File: src/rtl/arb_req_mux.sv
// Requester-side front end for a 3-input arbiter: one FIFO per channel drives req,
// and a granted head entry is popped onto a shared, channel-tagged output register.
module arb_req_mux #(
    parameter int unsigned DW    = 8,
    parameter int unsigned DEPTH = 4
) (
    input  logic            clk,
    input  logic            rst_b,
    input  logic [2:0]      in_valid,
    input  logic [3*DW-1:0] in_data,
    output logic [2:0]      in_ready,
    output logic [2:0]      req,
    input  logic [2:0]      gnt,
    output logic            out_valid,
    output logic [1:0]      out_chan,
    output logic [DW-1:0]   out_data,
    output logic            err_multi_gnt,
    output logic            err_unreq_gnt
);

    localparam int unsigned PW = $clog2(DEPTH);
    localparam int unsigned CW = PW + 1;
    localparam logic [CW-1:0] FULL = CW'(DEPTH);

    logic [DW-1:0] mem_q    [3][DEPTH];
    logic [PW-1:0] wr_ptr_q [3];
    logic [PW-1:0] rd_ptr_q [3];
    logic [CW-1:0] count_q  [3];
    logic [CW-1:0] count_d  [3];

    logic [2:0]    nonempty;
    logic [2:0]    push;
    logic [2:0]    gnt_ok;
    logic [2:0]    pop;
    logic [1:0]    pop_chan;
    logic [DW-1:0] head;
    logic          multi_gnt;
    logic          unreq_gnt;

    logic          out_valid_q;
    logic [1:0]    out_chan_q;
    logic [DW-1:0] out_data_q;
    logic          err_multi_q;
    logic          err_unreq_q;

    // Status is taken from the registered count only, so a same-cycle pop never
    // frees a slot for a same-cycle push.
    always_comb begin
        nonempty = '0;
        in_ready = '0;
        for (int i = 0; i < 3; i++) begin
            nonempty[i] = (count_q[i] != '0);
            in_ready[i] = (count_q[i] != FULL);
        end
    end

    assign req    = nonempty;
    assign push   = in_valid & in_ready;
    assign gnt_ok = gnt & nonempty;

    // Lowest-index granted non-empty channel wins when the grant is not one-hot.
    always_comb begin
        pop      = '0;
        pop_chan = '0;
        if (gnt_ok[0]) begin
            pop      = 3'b001;
            pop_chan = 2'd0;
        end else if (gnt_ok[1]) begin
            pop      = 3'b010;
            pop_chan = 2'd1;
        end else if (gnt_ok[2]) begin
            pop      = 3'b100;
            pop_chan = 2'd2;
        end
    end

    assign multi_gnt = (gnt[0] & gnt[1]) | (gnt[0] & gnt[2]) | (gnt[1] & gnt[2]);
    assign unreq_gnt = |(gnt & ~nonempty);

    always_comb begin
        head = mem_q[0][rd_ptr_q[0]];
        if (pop[1]) begin
            head = mem_q[1][rd_ptr_q[1]];
        end
        if (pop[2]) begin
            head = mem_q[2][rd_ptr_q[2]];
        end
    end

    always_comb begin
        for (int i = 0; i < 3; i++) begin
            count_d[i] = count_q[i];
            case ({push[i], pop[i]})
                2'b10:   count_d[i] = count_q[i] + CW'(1);
                2'b01:   count_d[i] = count_q[i] - CW'(1);
                default: count_d[i] = count_q[i];
            endcase
        end
    end

    always_ff @(posedge clk or negedge rst_b) begin
        if (!rst_b) begin
            for (int i = 0; i < 3; i++) begin
                count_q[i]  <= '0;
                wr_ptr_q[i] <= '0;
                rd_ptr_q[i] <= '0;
            end
        end else begin
            for (int i = 0; i < 3; i++) begin
                count_q[i] <= count_d[i];
                if (push[i]) begin
                    wr_ptr_q[i] <= wr_ptr_q[i] + PW'(1);
                end
                if (pop[i]) begin
                    rd_ptr_q[i] <= rd_ptr_q[i] + PW'(1);
                end
            end
        end
    end

    // Storage needs no reset: an entry is only read after it has been written.
    always_ff @(posedge clk) begin
        for (int i = 0; i < 3; i++) begin
            if (push[i]) begin
                mem_q[i][wr_ptr_q[i]] <= in_data[i*DW +: DW];
            end
        end
    end

    always_ff @(posedge clk or negedge rst_b) begin
        if (!rst_b) begin
            out_valid_q <= 1'b0;
            out_chan_q  <= '0;
            out_data_q  <= '0;
        end else begin
            out_valid_q <= |pop;
            if (|pop) begin
                out_chan_q <= pop_chan;
                out_data_q <= head;
            end
        end
    end

    always_ff @(posedge clk or negedge rst_b) begin
        if (!rst_b) begin
            err_multi_q <= 1'b0;
            err_unreq_q <= 1'b0;
        end else begin
            if (multi_gnt) begin
                err_multi_q <= 1'b1;
            end
            if (unreq_gnt) begin
                err_unreq_q <= 1'b1;
            end
        end
    end

    assign out_valid     = out_valid_q;
    assign out_chan      = out_chan_q;
    assign out_data      = out_data_q;
    assign err_multi_gnt = err_multi_q;
    assign err_unreq_gnt = err_unreq_q;

endmodule

File: config.mk
export PLATFORM = sky130hd
export DESIGN_NAME = arb_req_mux
export DESIGN_NICKNAME = d
export VERILOG_FILES = /design/src/rtl/arb_req_mux.sv
export SDC_FILE = /design/constraint.sdc
export NUM_CORES = 1
export LEC_CHECK = 0
export ABC_AREA = 1
export CAP_MARGIN = 5
export CORE_UTILIZATION = 40
export DETAILED_ROUTE_END_ITERATION = 7
export MAX_ROUTING_LAYER = met4
export SETUP_SLACK_MARGIN = 0.15
export SLEW_MARGIN = 20
export SYNTH_ARGS = -nofsm -noshare
export SYNTH_HDL_FRONTEND = slang
export SYNTH_SLANG_ARGS = --single-unit
File: constraint.sdc
create_clock -name clk -period 2 [get_ports clk]
set_clock_uncertainty 0.05 [all_clocks]
set_input_delay 0.4 -clock clk [delete_from_list [all_inputs] [get_ports clk]]
set_output_delay 0.4 -clock clk [all_outputs]
set_load 0.03 [all_outputs]
==> impl_metrics.json <==
{
  "startpoint": "count_q[6]$_DFFE_PN0P_",
  "crit_path_end_kind": "flop",
  "start_util": 0.410,
  "routedWlPerCell_um": 14.7,
  "routed_wl_mm": 12.1,
  "drc": 0,
  "reg2reg_from": "count_q[6]$_DFFE_PN0P_",
  "first_pass_iters": 4,
  "grt_max_degree": 21,
  "pin_count": 51,
  "ys_seq_elements": 130,
  "die_area_mm2": 0.0148,
  "grt_first_pass_wirelength_mm": 19.6,
  "clk_latency_ns": 0.41,
  "ir_drop_uv": 712,
  "drt_iter0_drc": 282,
  "start_kind": "flop",
  "met1Wirelength_mm": 5.48,
  "worstPathMaxFanout": 3,
  "dpl_cell_area_mm2": 0.00677,
  "pwr_density_cell_mw_per_mm2": 1540,
  "dieWidth_um": 122,
  "yosys_warnings": 0,
  "path_class": "reg -> reg",
  "final-hold-violation-count": 0,
  "path_clk_slew_ns": 0.06,
  "fin_tns_setup_ns": 0,
  "grt_overflow_total": 0,
  "numCtsBuffers": 17,
  "num_rows": 43,
  "final_cell_area_mm2": 0.00748,
  "worstPathArrival_ns": 2.19,
  "grt_pass1_vias": 3846,
  "clock_path_buffers": 2,
  "syn_nets": 565,
  "rsz0062_at_grt": "yes",
  "period_minus_slack_ns": 1.94,
  "hold_class": "in -> async",
  "finalSetupViolCount": 0,
  "area.growth.synth_to_final_pct": 30.9,
  "route.met3.wl_um": 481,
  "hpwl_mm": 8.51,
  "drt-vias-per-instance": 4.70,
  "die_h_um": 122,
  "layout.nets": 676,
  "slew_headroom": 0.683,
  "tightestPinTransition_ns": 0.476,
  "fillers": 1188,
  "slew_viol_final": 0,
  "synth_cells": 515,
  "port_buffers": 50,
  "syn_area_per_cell_um2": 11.1,
  "grt_usage": 0.186,
  "yosysSeqAreaShare": 0.653,
  "status": "finished, final reports clean",
  "antenna_found_initial": 0,
  "finalWeightedCongestion": 0.789,
  "required_ns": 2.24,
  "yosysUniqueCellTypes": 30,
  "wl_met2_mm": 5.95,
  "power_w": 0.0115,
  "detail-route-antenna-nets": 0,
  "synth_area_mm2": 0.00572,
  "p_leak_nw": 3.17,
  "clock_sinks": 130,
  "fin_crit_sh": 0.971,
  "layout-drive-gt1-share": 0.214,
  "core_area_mm2": 0.0139,
  "place_ws_ns": -0.317,
  "vias": 3850,
  "tritoncts": "yes",
  "top_layer_used": "met4",
  "setup_ws_ns": 0.0585,
  "h-tree-depth": 4,
  "n_antenna_cell": 0,
  "drv_cap": 0,
  "root_buffer": "clkbuf_16",
  "fmax_ghz": 0.515
}
## area by class of cell
type,count,area (um^2),share of cell area
multi-input combinational,304,1740,0.232
clock buffer,23,498,0.0666
clock inverter,9,126,0.0169
sequential,130,3730,0.499
tap,180,225,0.0301
timing repair buffer,105,891,0.119
inverter,68,268,0.0358
## state kept, by name, indices dropped and copies added (netlist names), 2 cells and up
signal / flops
out_data: 8
out_chan: 2
count_q: 9
wr_ptr_q: 6
rd_ptr_q: 6
mem_q: 96
## cells in the mapped netlist, drive strengths merged
| cell | n | area [um^2] |
|---|---|---|
| nand2 | 121 | 500 |
| edfxtp | 96 | 2880 |
| inv | 67 | 257 |
| nor2 | 56 | 249 |
| nand3 | 47 | 260 |
| dfrtp | 34 | 851 |
| o21ai | 29 | 145 |
| ha | 15 | 188 |
| a21oi | 14 | 81.3 |
| buf | 10 | 73.8 |
| xor2 | 9 | 78.8 |
| o211ai | 4 | 30.0 |
| clkbuf | 3 | 11.3 |
| fa | 3 | 60.1 |
| xnor2 | 3 | 26.3 |
| o22ai | 2 | 12.5 |
| clkinv | 1 | 3.75 |
| nor3 | 1 | 5.00 |
## worst max-delay path, cell delays in order, from the launching register on
cell,delay (ns)
dfrtp_1,0.40
inv_2,0.09
nand3_4,0.11
nand2_4,0.10
buf_4,0.11
nand3_4,0.08
inv_4,0.07
ha_4,0.11
inv_2,0.04
fa_2,0.34
a21oi_2,0.11
o21ai_1,0.08
xor2_1,0.14
## cell usage in the layout, fill, tap and decap left out, drive strengths merged, types with 4 or more instances in the layout
| master | n |
|---|---|
| nand3 | 47 |
| a21oi | 14 |
| o21ai | 29 |
| xor2 | 9 |
| buf | 60 |
| o211ai | 4 |
| clkinv | 6 |
| inv | 67 |
| ha | 15 |
| edfxtp | 96 |
| dfrtp | 34 |
| nand2 | 121 |
| clkbuf | 24 |
| clkdlybuf4s50 | 30 |
| dlygate4sd2 | 13 |
| nor2 | 56 |
## repair_timing
action,in CTS,in global routing
setup buffers,7,3
pin swaps,9,7
hold buffers,1,0
endpoints found under the hold margin,17,0
endpoints found under the setup margin,23,8
gates resized for setup,40,17
## through the flow
step | utilization | instances | hold WS, ns
after floorplan | - | 515 | 0.0544
after global placement | 0.486 | 776 | 0.325
after detailed placement | 0.486 | 776 | 0.326
after CTS | 0.533 | 816 | 0.425
after global routing | 0.537 | 819 | 0.452
final | 0.537 | 819 | 0.431
## routing by layer
layer	global-route usage	vias to the layer above
met5	-	-
met4	0.0787	0
met3	0.0426	12
met2	0.290	94
met1	0.234	1822
li1	-	1922
## worst paths after layout
| kind | slack (ns) | cells after the start | end |
|---|---|---|---|
| max in group asynchronous | 1.01 | 3 | count_q[4]$_DFFE_PN0P_ |
| min | 0.43 | 2 | out_data[0]$_DFFE_PN0P_ |
| max reg2reg | 0.06 | 12 | count_q[2]$_DFFE_PN0P_ |
| min reg2reg | 0.45 | 2 | err_unreq_gnt$_DFFE_PN0P_ |
| max | 0.06 | 12 | count_q[2]$_DFFE_PN0P_ |
| min in group clk | 0.45 | 2 | err_unreq_gnt$_DFFE_PN0P_ |
## cells by family (layout without fill, tap and decap cells)
logic type               count (synthesis)  count (layout)  share of synthesized area
AO/OA/AOI/OAI                           49              49                     0.0471
XOR/XNOR                                12              12                     0.0184
adder cells (fa/ha/maj)                 18              18                     0.0433
buffers and inverters                   81             205                     0.0604
AND/OR/NAND/NOR                        225             225                      0.178
flip-flops                             130             130                      0.653
## power by group
group / total (W) / switching [W] / internal, W
Sequential: 0.00406 / 0.000398 / 0.00366
Combinational: 0.00424 / 0.00263 / 0.00161
Clock: 0.00318 / 0.00107 / 0.00212
Note: power is estimated with default switching activity, not from simulation.
